### config.mk
export PLATFORM = sky130hd
export DESIGN_NAME = ad_capture_ctrl
export DESIGN_NICKNAME = d
export VERILOG_FILES = /design/src/rtl/ad_capture_ctrl.sv
export SDC_FILE = /design/constraint.sdc
export NUM_CORES = 1
export LEC_CHECK = 0
export ABC_AREA = 1
export CAP_MARGIN = 30
export CORE_UTILIZATION = 35
export DETAILED_ROUTE_END_ITERATION = 6
export PLACE_DENSITY = 0.53
export RECOVER_POWER = 100
export SYNTH_ARGS = -nofsm -noshare
export SYNTH_HDL_FRONTEND = slang
export SYNTH_SLANG_ARGS = --single-unit
export TNS_END_PERCENT = 5
### constraint.sdc
create_clock -name clk_100M -period 4.45 [get_ports clk_100M]
set_input_delay 0.89 -clock clk_100M [delete_from_list [all_inputs] [get_ports clk_100M]]
set_output_delay 0.89 -clock clk_100M [all_outputs]
set_load 0.02 [all_outputs]
### src/rtl/ad_capture_ctrl.sv
// AD capture controller: per-PRI FIFO flush, waveform-dependent read delay,
// windowed FIFO read-out and a blanking (bisuo) gate timed from the PRI edge.
// Optional macro AD_CAPTURE_UNDERRUN_CNT_EN builds the underrun counter;
// without it underrun_cnt is tied to 0.
module ad_capture_ctrl #(
  parameter int unsigned FLUSH_CYC  = 4,
  parameter int unsigned BISUO_UNIT = 100
) (
  input  logic        clk_100M,
  input  logic        rst_n,
  input  logic        PRI,
  input  logic [7:0]  wave_code,
  input  logic [13:0] win_len,
  input  logic        bisuo_sclr,
  input  logic [7:0]  bisuo_st,
  input  logic [7:0]  bisuo_width,
  input  logic        fifo_empty,
  output logic        fifo_rst,
  output logic        rd_en,
  output logic        data_valid,
  output logic        bisuo_gate,
  output logic        busy,
  output logic [7:0]  underrun_cnt
);

  typedef enum logic [2:0] {StIdle, StFlush, StDelay, StRead, StDone} state_e;

  localparam logic [13:0] CntMax = 14'h3fff;

  state_e      state_q, state_d;
  logic        pri_q;
  logic        pri_edge;
  logic        started_q, started_d;
  logic [13:0] cnt_q, cnt_d;
  logic [7:0]  wave_q;
  logic [13:0] win_q;
  logic [13:0] rd_cnt_q;
  logic [13:0] read_dly;
  logic [14:0] cnt_nxt;
  logic        go_read;
  logic        flush_last;
  logic        win_hit;
  logic [15:0] gate_lo, gate_hi;
  logic        gate_d, gate_q;
  logic        data_valid_q;

  assign pri_edge  = PRI & ~pri_q;
  assign started_d = started_q | pri_edge;

  // Free-running time base since the last PRI edge, saturating
  always_comb begin
    cnt_d = cnt_q;
    if (pri_edge) begin
      cnt_d = 14'd0;
    end else if (started_q && (cnt_q != CntMax)) begin
      cnt_d = cnt_q + 14'd1;
    end
  end

  // Edge detector, time base and per-PRI latched configuration
  always_ff @(posedge clk_100M or negedge rst_n) begin
    if (!rst_n) begin
      pri_q     <= 1'b1;  // a PRI already high at reset release is not an edge
      started_q <= 1'b0;
      cnt_q     <= 14'd0;
      wave_q    <= 8'd0;
      win_q     <= 14'd0;
    end else begin
      pri_q     <= PRI;
      started_q <= started_d;
      cnt_q     <= cnt_d;
      if (pri_edge) begin
        wave_q <= wave_code;
        win_q  <= win_len;
      end
    end
  end

  // Read delay table indexed by the latched waveform code
  always_comb begin
    case (wave_q)
      8'h01:        read_dly = 14'd400;
      8'h02:        read_dly = 14'd1200;
      8'h03:        read_dly = 14'd1900;
      8'h04:        read_dly = 14'd190;
      8'h05, 8'h06: read_dly = 14'd3900;
      8'h07:        read_dly = 14'd9900;
      default:      read_dly = 14'd0;
    endcase
  end

  // Transition conditions look at the cnt value of the next cycle so that
  // READ is entered exactly on the first cycle with cnt > D
  assign cnt_nxt    = {1'b0, cnt_q} + 15'd1;
  assign go_read    = (cnt_nxt > {1'b0, read_dly}) && (32'(cnt_nxt) >= FLUSH_CYC);
  assign flush_last = (32'(cnt_q) + 32'd1) >= FLUSH_CYC;
  assign win_hit    = (win_q != 14'd0) && ((rd_cnt_q + 14'd1) == win_q);

  // FSM state register
  always_ff @(posedge clk_100M or negedge rst_n) begin
    if (!rst_n) begin
      state_q <= StIdle;
    end else begin
      state_q <= state_d;
    end
  end

  // FSM next state; a PRI edge restarts the sequence from any state
  always_comb begin
    state_d = state_q;
    if (pri_edge) begin
      state_d = StFlush;
    end else begin
      unique case (state_q)
        StIdle:  state_d = StIdle;
        StFlush: if (flush_last) state_d = go_read ? StRead : StDelay;
        StDelay: if (go_read) state_d = StRead;
        StRead:  if (rd_en && win_hit) state_d = StDone;
        StDone:  state_d = StDone;
        default: state_d = StIdle;
      endcase
    end
  end

  // FSM outputs, decoded from the registered state
  always_comb begin
    fifo_rst = (state_q == StFlush);
    rd_en    = (state_q == StRead) && !fifo_empty;
    busy     = (state_q == StFlush) || (state_q == StDelay) || (state_q == StRead);
  end

  // Number of FIFO words read in the current PRI
  always_ff @(posedge clk_100M or negedge rst_n) begin
    if (!rst_n) begin
      rd_cnt_q <= 14'd0;
    end else if (pri_edge) begin
      rd_cnt_q <= 14'd0;
    end else if (rd_en) begin
      rd_cnt_q <= rd_cnt_q + 14'd1;
    end
  end

  // FIFO dout is valid the cycle after the read strobe
  always_ff @(posedge clk_100M or negedge rst_n) begin
    if (!rst_n) begin
      data_valid_q <= 1'b0;
    end else begin
      data_valid_q <= rd_en;
    end
  end
  assign data_valid = data_valid_q;

  // Blanking bounds in 16 bits; the upper bound may exceed the saturated cnt
  assign gate_lo = 16'(32'(bisuo_st) * BISUO_UNIT);
  assign gate_hi = 16'((32'(bisuo_st) + 32'(bisuo_width)) * BISUO_UNIT);

  // Gate is evaluated on the upcoming cnt so the registered output lines up with cnt
  always_comb begin
    gate_d = started_d && !bisuo_sclr && (bisuo_width != 8'd0) &&
             ({2'b00, cnt_d} >= gate_lo) && ({2'b00, cnt_d} < gate_hi);
  end

  // Registered blanking gate
  always_ff @(posedge clk_100M or negedge rst_n) begin
    if (!rst_n) begin
      gate_q <= 1'b0;
    end else begin
      gate_q <= gate_d;
    end
  end
  assign bisuo_gate = gate_q;

`ifdef AD_CAPTURE_UNDERRUN_CNT_EN
  logic [7:0] underrun_q;

  // Saturating count of READ cycles stalled on an empty FIFO
  always_ff @(posedge clk_100M or negedge rst_n) begin
    if (!rst_n) begin
      underrun_q <= 8'd0;
    end else if (pri_edge) begin
      underrun_q <= 8'd0;
    end else if ((state_q == StRead) && fifo_empty && (underrun_q != 8'hff)) begin
      underrun_q <= underrun_q + 8'd1;
    end
  end
  assign underrun_cnt = underrun_q;
`else
  assign underrun_cnt = 8'd0;
`endif

endmodule

# Yosys cells after proc, flatten, opt, wreduce, memory -nomap -nowiden
# Index checks and enable logic that the tools add are counted.
[totals]
reg_bits = 57
out_inout_bits = 13
wordCells = 69
[classes]
n_addsub = 5
mul = 2
order_cmp = 5
n_eq_ne = 16
muxes = 11
bitwise = 3
reduce_logical = 18
[op_table]
columns = ["op", "n"]
rows = [
  ["one-hot mux 14 bit (6 select lines)", 1],
  ["2-to-1 mux 14 bit", 4],
  ["== test 8 x 3 -> 1 bit, second input constant", 4],
  ["adder 14 x 1 -> 15 bit, second input constant", 2],
  [">= comparator 15 x 3 -> 1 bit, second input constant", 2],
  ["adder 14 x 1 -> 14 bit, second input constant", 2],
  ["== test 8 x 2 -> 1 bit, second input constant", 2],
  ["less-than comparator 14 x 16 -> 1 bit", 1],
  [">= comparator 14 x 15 -> 1 bit", 1],
  ["greater-than comparator 15 x 14 -> 1 bit", 1],
  ["== test 14 bit", 1],
  ["multiplier 9 x 5 -> 14 bit, second input constant", 1],
  ["!= test 14 bit, second input constant", 1],
  ["nonzero test 14 bit", 1],
  ["multiplier 8 x 5 -> 13 bit, second input constant", 1],
  ["2-to-1 mux 3 bit", 4],
  ["one-hot mux 3 bit (4 select lines)", 1],
  ["adder 8 x 8 -> 9 bit", 1],
  ["logical AND 1 bit", 9],
  ["== test 8 x 1 -> 1 bit, second input constant", 1],
  ["nonzero test 8 bit", 1],
  ["== test 3 x 2 -> 1 bit, second input constant", 2],
  ["!= test 3 bit, second input constant", 2],
  ["== test 3 x 1 -> 1 bit, second input constant", 1],
  ["11 further kinds", 13],
]

# Depth between registers and ports, before layout
# Gate-level depths: netlist of the first run.
[logic_depth]
depth_word = 9
depth_mapped = 26

# Worst setup path after synthesis of the first run
# No wires, ideal clock.
[synth_timing]
path_kind = "input-to-reg"
startpoint = "input port bisuo_st[2]"
endpoint = "register gate_q, in the netlist bisuo_gate"
setup_time_ps = 115
arrival_ps = 4871
path_slack_ps = -536
cell_stages = 24
n_path_buf = 0
cell_sequence = "ha_1 > a21oi_1 > nand2_1 > a21oi_1 > inv_1 > a21oi_1 > xor2_1 > ha_1 > ha_1 > inv_1 > fa_1 > inv_1 > ha_1 > nand2_1 > o21ai_0 > a21o_1 > nand2_1 > a31oi_1 > xor2_1 > ha_1 > a21oi_1 > or2_2 > nand3_1 > nor2_1"
[synth_via]
elab_chain_len = 4
word_cells_on_any_way = 7
classes_between = "add/sub (1); mul (2); order compare (2); reduce/logical (2)"
[synth_lines]
columns = ["item", "line_no", "source"]
rows = [
  ["from (decl)", "15", "input logic [7:0] bisuo_st,"],
  ["adder 8 x 8 -> 9 bit / multiplier 8 x 5 -> 13 bit (equally long branches)", "155, 154", ""],
  ["multiplier 9 x 5 -> 14 bit / >= comparator 14 x 15 -> 1 bit (equally long branches)", "155, 160", ""],
  ["less-than comparator 14 x 16 -> 1 bit / logical AND 1 bit (equally long branches)", "160, 159", ""],
  ["logical AND 1 bit (*)", "160", "({2'b00, cnt_d} >= gate_lo) && ({2'b00, cnt_d} < gate_hi);"],
  ["net gate_d", "44", "logic gate_d, gate_q;"],
  ["to (signal assigned)", "168", "gate_q <= gate_d;"],
  ["to (decl)", "44", ""],
]
# The timed path passes the listed nets; every way through them passes the cells marked *.
# A chain may end at the register's enable or synchronous reset.

# Final worst setup path of the first run
[layout_timing]
startpoint = "input port bisuo_width[0]"
endpoint = "register gate_q, in the netlist bisuo_gate"
[layout_via]
elab_chain_len = 4
word_cells_on_any_way = 7
classes_between = "add/sub (1); mul (1); order compare (1); reduce/logical (4)"
[layout_lines]
columns = ["item", "line_no", "source"]
rows = [
  ["from (decl)", "16", "input logic [7:0] bisuo_width,"],
  ["adder 8 x 8 -> 9 bit / nonzero test 8 bit (equally long branches)", "155, 159", ""],
  ["multiplier 9 x 5 -> 14 bit / logical AND 1 bit (equally long branches)", "155, 159", ""],
  ["less-than comparator 14 x 16 -> 1 bit / logical AND 1 bit (equally long branches)", "160, 159", ""],
  ["logical AND 1 bit (*)", "160", ""],
  ["net gate_d", "44", ""],
]
# Marked as above.

==> reports/results.tsv, run 1 <==
stage	metric	value	unit
run_status	status	finished with violations	
run_status	violations	capacitance limit, slew limit, setup timing	
detailed_routing	ant_nets	0	
clock_network	numCtsBuffers	9	
grt	grt_pass1_wl	25930	um
clock_network	clk_pin_slew	0.05	ns
finish	utilization	45.52	%
power	p_seq_share	17.5	%
clock_network	cts_tree	yes	
detailed_routing	top_layer	met4	
synthesis	synth-edff-count	0	
timing	clock-skew-final	0.01316	ns
power	pwr-share-clk	19.9	%
power	power_frac_comb	62.6	%
grt	grt_max_degree	43	
clock_network	clock_sinks	57	
timing	fin_ws	-0.1511	ns
floorplanning	design.die.area	0.01857	mm2
grt	overflow	0	
place	portBuffers	47	
finish	syn_to_final_growth	26.05	%
power	sw_frac_of_total	42.06	%
clock_network	clk_latency	0.34	ns
synthesis	netlist_area	0.006311	mm2
clock_network	cts_hold_buffers	0	
setup_path	crit_type	in -> reg	
setup_path	cp_cell_sequence	buf_8, ha_4, fa_2, a21oi_2, o21bai_2, xor2_1, ha_1, ha_4, inv_2, fa_1, inv_2, ha_4, nand2_4, o21ai_2, a21o_1, nand2_1, a31oi_1, xor2_1, ha_1, nand2_2, nor3_2, nand2_1, nand3_2, nor2_1	
timing	drv_slew	103	
setup_path	crit_required	4.67	ns
finish	design_area	0.007955	mm2
place	gp_congestion	0.8031	
grt	track_usage	17.63	%
timing	fmax	0.2173	GHz
min_path	hp-class	reg -> reg	
detailed_routing	wl_met3	429	um
place	pre_cts_ws	-0.8782	ns
floorplanning	die_height	136.3	um
detailed_routing	avgViaCountPerCell	4.665	
power	p_leak	4.158	nW
place	dp_hpwl	12320	um
detailed_routing	initialDrtViolationCount	203	
detailed_routing	wl_per_cell	12.51	um
floorplanning	core	0.01748	mm2
finish	layout-drive-gt1-share	13.99	%
synthesis	synth-seq-area-share	22.62	%
grt	grt_pass1_vias	5543	
detailed_routing	drcViolationCount	0	
setup_path	arrival	4.82	ns
synthesis	netlist.area_leader.share	22.20	%
timing	finalCritPeriodShare	103.4	%
detailed_routing	wl_met2	6997	um
synthesis	ys_types	43	
clock_network	root_buffer	clkbuf_16	
timing	hold_viol_final	0	
detailed_routing	routed_wl	15330	um
flow_run	drv_cap	3	
synthesis	synth_top_flop_cell	dfrtp_1	
detailed_routing	firstDrtPassIters	4	
timing	period_needed	4.601	ns
setup_path	cp_slowest_stage_delay	0.54	ns
synthesis	ys_ff_latch	57	
clock_network	htreeDepth	3	
place	placed_cell_area	0.007416	mm2
clock_network	cts_buffer_depth	2	
setup_path	r2r_slack	0.80	ns
synthesis	yosysMostFrequentCell	nand2_1	
finish	finalNonFillerCells	1226	
timing	setup_violations	1	
power	ir_drop	223.6	uV
synthesis	synth_area_per_cell	7.059	um2
detailed_routing	wl_met1	7774	um
detailed_routing	route.vias.total	5719	
synthesis	syn_inst	894	
setup_path	crit_top_cell	ha_4	
finish	nets	1152	
timing	rsz0062_at_grt	true	
floorplanning	ios	56	
power	pwr_density_cell	461.0	mW/mm2
synthesis	async_flop_share	100.0	%
floorplanning	start_util	36.11	%
setup_path	crit_fanout	3	
synthesis	synth_top_area_cell	dfrtp_1	
setup_path	startpoint_type	input port	
floorplanning	num_rows	48	
grt	grt_antenna_before_repair	0	
synthesis	synth_top_cells_by_count	213 x nand2_1, 147 x inv_1, 105 x ha_1, 72 x nor2_1, 58 x nand3_1	
floorplanning	die_w	136.3	um
synthesis	synthTopCellsByArea	dfrtp_1 22%, ha_1 21%, nand2_1 13%, inv_1 8.7%, nand3_1 4.6%	
power	p_switching	1.542	mW
synthesis	yosys_warnings	0	
setup_path	endpoint_kind	flip-flop	
timing	worst_pin_slew	1.697	ns
place	placedCellCount	1201	
finish	antenna_cells	0	
setup_path	slowest_stage	fa_1	
timing	relSlewSlack	-13.14	%
power	p_int	2.125	mW
-- power by group through the flow --
stage / Sequential [mW] / Combinational (mW) / Clock, mW
3_3_place_gp: 0.652 / 2.05 / 0
4_1_cts: 0.642 / 2.26 / 0.740
3_5_place_dp: 0.651 / 2.05 / 0
6_report: 0.642 / 2.29 / 0.731
5_1_grt: 0.653 / 2.59 / 0.763
2_1_floorplan: 0.637 / 1.45 / 0
-- per-layer routing --
layer,up-vias,GRT usage [%]
li1,3115,-
met1,2514,23.58
met2,80,29.72
met3,10,2.163
met4,0,4.753
met5,-,0
-- flip-flops by register name, summed over array words and instances, names as in the netlist --
signal and count:
cnt_q 14, rd_cnt_q 14, win_q 14, wave_q 8, state_q 3, bisuo_gate 1
data_valid 1, pri_q 1, started_q 1
-- critical path, delay by kind of cell --
kind,cells,cell delay (ns)
adders and majority gates,7,2.28
AOI/OAI and AO/OA,5,0.70
and+or+nand+nor,7,0.48
xor gates and xnor gates,2,0.27
buffers and inverters,3,0.18
-- cell type report --
type	instances	area [um2]
Fill cell	1752	9522
Multi-Input combinational cell	674	4484
Sequential cell	57	1428
Timing Repair Buffer	102	872.1
Inverter	152	574.3
Tap cell	225	281.5
Clock buffer	11	252.7
Clock inverter	5	62.56
-- layout by cell type (no fill, tap or decap), types with 12 or more instances in the layout --
master           Yosys  layout
o21ai_0             42      41
dfrtp_1             56      56
nor2_1              72      73
ha_1               105      90
ha_4                 0      15
o22ai_1             12      12
xor2_1              20      19
inv_1              147     144
buf_4                9      52
nand4_1             20      20
clkdlybuf4s50_1      0      29
nand3_1             58      58
a21oi_1             47      41
nand2_1            213     211
-- repair_timing --
action,CTS,global route
gates resized for setup,55,7
setup endpoints to repair,1,1
buffers inserted,7,2
cloned,0,0
pin swaps,31,15
-- path summary, 6_finish.rpt --
| path | end | depth (start not counted) | from |
|---|---|---|---|
| max | bisuo_gate$_DFF_PN0_ | 24 | bisuo_width[0] |
| min | wave_q[6]$_DFFE_PN0P_ | 2 | wave_q[6]$_DFFE_PN0P_ |
| max reg2reg | bisuo_gate$_DFF_PN0_ | 19 | cnt_q[0]$_DFF_PN0_ |
| min reg2reg | wave_q[6]$_DFFE_PN0P_ | 2 | wave_q[6]$_DFFE_PN0P_ |
| max in group asynchronous | bisuo_gate$_DFF_PN0_ | 2 | rst_n |
| min in group asynchronous | win_q[7]$_DFFE_PN0P_ | 1 | rst_n |
-- cells by family (layout without fill, tap and decap cells) --
group,count (synthesis),count (layout),synth area share [%]
other cells,1,8,0.05942
xor+xnor,31,31,4.639
buf+inv,170,270,10.82
fa+ha+maj,113,113,23.35
simple gates,408,408,28.79
flops,57,57,22.62
compound gates,114,114,9.714
-- metrics by stage --
step / TNS (ns) / hold slack [ns] / total power, mW
after floorplan: -0.2005 / 0.4422 / 2.091
after global placement: -0.8113 / 0.4601 / 2.701
after detailed placement: -0.8782 / 0.4672 / 2.701
after CTS: -0.09702 / 0.4783 / 3.639
after global routing: -0.3813 / 0.4877 / 4.009
final: -0.1511 / 0.4766 / 3.667
(Power assumes the default switching activity.)
==> run 2: changes to the inputs <==
==> constraint.sdc (replaced) <==
create_clock -name clk_100M -period 4.45 [get_ports clk_100M]
set_input_delay 0.89 -clock clk_100M [delete_from_list [all_inputs] [get_ports clk_100M]]
set_output_delay 0.89 -clock clk_100M [all_outputs]
set_load 0.005 [all_outputs]
==> results of run 2 <==
The final DEF is identical to that of run 1. Status: finished with violations: capacitance limit, slew limit, setup timing.
Among the figures that moved: total power 3.667 mW -> 3.641 mW
==> run 3: changes to the inputs <==
--- a/config.mk
+++ b/config.mk
@@ -7,9 +7,9 @@
 export LEC_CHECK = 0
 export ABC_AREA = 1
 export CAP_MARGIN = 30
-export CORE_UTILIZATION = 35
+export CORE_UTILIZATION = 45
 export DETAILED_ROUTE_END_ITERATION = 6
-export PLACE_DENSITY = 0.53
+export PLACE_DENSITY = 0.65
 export RECOVER_POWER = 100
 export SYNTH_ARGS = -nofsm -noshare
 export SYNTH_HDL_FRONTEND = slang
==> reports/results.tsv, run 3 (synthesis gave the netlist of run 1 again) <==
stage	metric	value	unit	change
timing	relSlewSlack	-47.96	%	-35 points
floorplanning	core	0.01345	mm2	-23%
setup_path	crit_fanout	4		+1
detailed_routing	wl_met2	6701	um	-4.2%
finish	layout-drive-gt1-share	14.66	%	+0.67 points
run_status	status	finished with violations		
grt	grt_max_degree	43		unchanged
floorplanning	start_util	46.91	%	+11 points
floorplanning	design.die.area	0.01450	mm2	-22%
place	dp_hpwl	11540	um	-6.4%
timing	finalCritPeriodShare	104.5	%	+1.2 points
detailed_routing	firstDrtPassIters	7		+3
detailed_routing	initialDrtViolationCount	268		+32%
flow_run	drv_cap	1		-2
floorplanning	ios	56		unchanged
detailed_routing	wl_per_cell	12.33	um	-1.4%
finish	top_regs	cnt_q (14), rd_cnt_q (14), win_q (14)		
grt	grt_pass1_wl	24760	um	-4.5%
detailed_routing	wl_met3	414	um	-3.5%
detailed_routing	ant_nets	0		unchanged
setup_path	arrival	4.87	ns	+0.05 ns
setup_path	crit_end	bisuo_gate$_DFF_PN0_		
setup_path	crit_required	4.67	ns	about the same
setup_path	crit_type	in -> reg		
timing	drv_slew	43		-58%
clock_network	htreeDepth	3		unchanged
timing	worst_pin_slew	2.219	ns	+0.5222 ns
clock_network	clk_latency	0.33	ns	about the same
setup_path	worstReg2RegStart	cnt_q[0]$_DFF_PN0_		
place	portBuffers	47		unchanged
detailed_routing	drcViolationCount	0		unchanged
setup_path	endpoint_kind	flip-flop		
setup_path	reg2reg_to	bisuo_gate$_DFF_PN0_		
run_status	violations	capacitance limit, slew limit, setup timing		
power	total_power	3.630	mW	
setup_path	startpoint_type	input port		
finish	nets	1154		+0.17%
power	p_leak	4.154	nW	about the same
detailed_routing	route.vias.total	5831		+2.0%
timing	period_needed	4.652	ns	+0.05120 ns
timing	fmax	0.2149	GHz	-1.1%
floorplanning	num_rows	42		-13%
clock_network	root_buffer	clkbuf_16		
timing	setup_violations	1		unchanged
timing	clock-skew-final	0.008113	ns	-0.005044 ns
finish	final_common_cell	nand2_1		
setup_path	r2r_slack	1.22	ns	+0.42 ns
finish	final_cell_mix	210 x nand2_1, 144 x inv_1, 87 x ha_1		
finish	antenna_cells	0		unchanged
clock_network	cts_buffer_depth	2		unchanged
grt	track_usage	21.21	%	+3.6 points
timing	worst_hold_slack	0.4710	ns	-0.005565 ns
grt	grt_pass1_vias	5461		-1.5%
grt	overflow	0		unchanged
grt	grt_antenna_before_repair	0		unchanged
detailed_routing	top_layer	met4		
power	pwr_density_cell	458.0	mW/mm2	
power	ir_drop	309.3	uV	
timing	rsz0062_at_grt	true		
timing	hold_viol_final	0		unchanged
clock_network	numCtsBuffers	9		unchanged
clock_network	clk_pin_slew	0.05	ns	about the same
clock_network	clock_sinks	57		unchanged
floorplanning	die_w	120.4	um	-12%
clock_network	cts_tree	yes		
place	placedCellCount	1154		-3.9%
setup_path	reg2regPathDepth	19		unchanged
detailed_routing	routed_wl	14540	um	-5.2%
detailed_routing	avgViaCountPerCell	4.946		+6.0%
place	gp_congestion	0.8527		+6.2%
min_path	hp-class	reg -> reg		
timing	fin_ws	-0.2023	ns	-0.05120 ns
finish	finalNonFillerCells	1179		-3.8%
floorplanning	die_height	120.4	um	-12%
setup_path	crit_start	bisuo_st[0]		
detailed_routing	wl_met1	7130	um	-8.3%
finish	syn_to_final_growth	25.57	%	
[run 3: worst max-delay path, stage by stage]
cell	delay, ns
buf_2	0.12
ha_4	0.16
fa_2	0.35
a21oi_2	0.15
o21bai_2	0.12
xor2_1	0.18
ha_1	0.31
ha_1	0.29
inv_2	0.03
fa_1	0.48
inv_2	0.05
ha_4	0.30
nand2_4	0.07
o21ai_4	0.14
a21o_1	0.14
nand2_1	0.06
a31oi_1	0.20
xor2_1	0.09
ha_1	0.33
a21oi_2	0.06
or2_4	0.24
nand3_2	0.06
nor2_1	0.04
[run 3: area by class of cell]
type / count / area (um2)
multi-input cells: 674 / 4556
flip-flops and latches: 57 / 1428
inverters: 152 / 573.1
well taps: 176 / 220.2
repair buffers: 104 / 879.6
fillers: 1281 / 5528
clock inverters: 3 / 18.77
clock buffers: 13 / 250.2
[run 3: power by group]
part | internal, mW | switching, mW | total, mW
logic | 1.13 | 1.23 | 2.36
clock network | 0.390 | 0.237 | 0.627
registers | 0.583 | 0.0577 | 0.640
total | 2.11 | 1.52 | 3.63
[run 3: how the worst min path moves through the flow]
stage / start / end / slack, ns / cells after the start
after floorplan: wave_q[5]$_DFFE_PN0P_ / wave_q[5]$_DFFE_PN0P_ / 0.44 / 2
after global placement: wave_q[7]$_DFFE_PN0P_ / wave_q[7]$_DFFE_PN0P_ / 0.46 / 2
after detailed placement: wave_q[5]$_DFFE_PN0P_ / wave_q[5]$_DFFE_PN0P_ / 0.46 / 2
after CTS: rst_n / rd_cnt_q[8]$_DFFE_PN0P_ / 0.48 / 1
after global routing: wave_q[7]$_DFFE_PN0P_ / wave_q[7]$_DFFE_PN0P_ / 0.52 / 2
final: wave_q[5]$_DFFE_PN0P_ / wave_q[5]$_DFFE_PN0P_ / 0.47 / 2
[run 3: metrics by stage]
step | instance area [um2] | util (%) | setup TNS, ns | setup slack [ns]
3_3_place_gp | 7370 | 54.78 | -0.7855 | -0.7855
3_5_place_dp | 7370 | 54.78 | -0.8270 | -0.8270
5_1_grt | 7925 | 58.91 | -0.3515 | -0.3515
6_report | 7925 | 58.91 | -0.2023 | -0.2023
4_1_cts | 7772 | 57.78 | -0.09363 | -0.09363
2_1_floorplan | 6425 | - | -0.2005 | -0.2005
[run 3: timing repair]
action / 4_1_cts / 5_1_grt
hold buffers: 0 / 0
pin swaps: 36 / 37
resized for setup: 48 / 21
buffers inserted: 6 / 3
endpoints found under the setup margin: 1 / 1
[run 3: per-layer routing]
metal / global-route usage (%) / vias to the layer above
li1: - / 3109
met1: 28.00 / 2616
met2: 35.56 / 90
met3: 2.453 / 16
met4: 7.870 / 0
met5: 0 / -
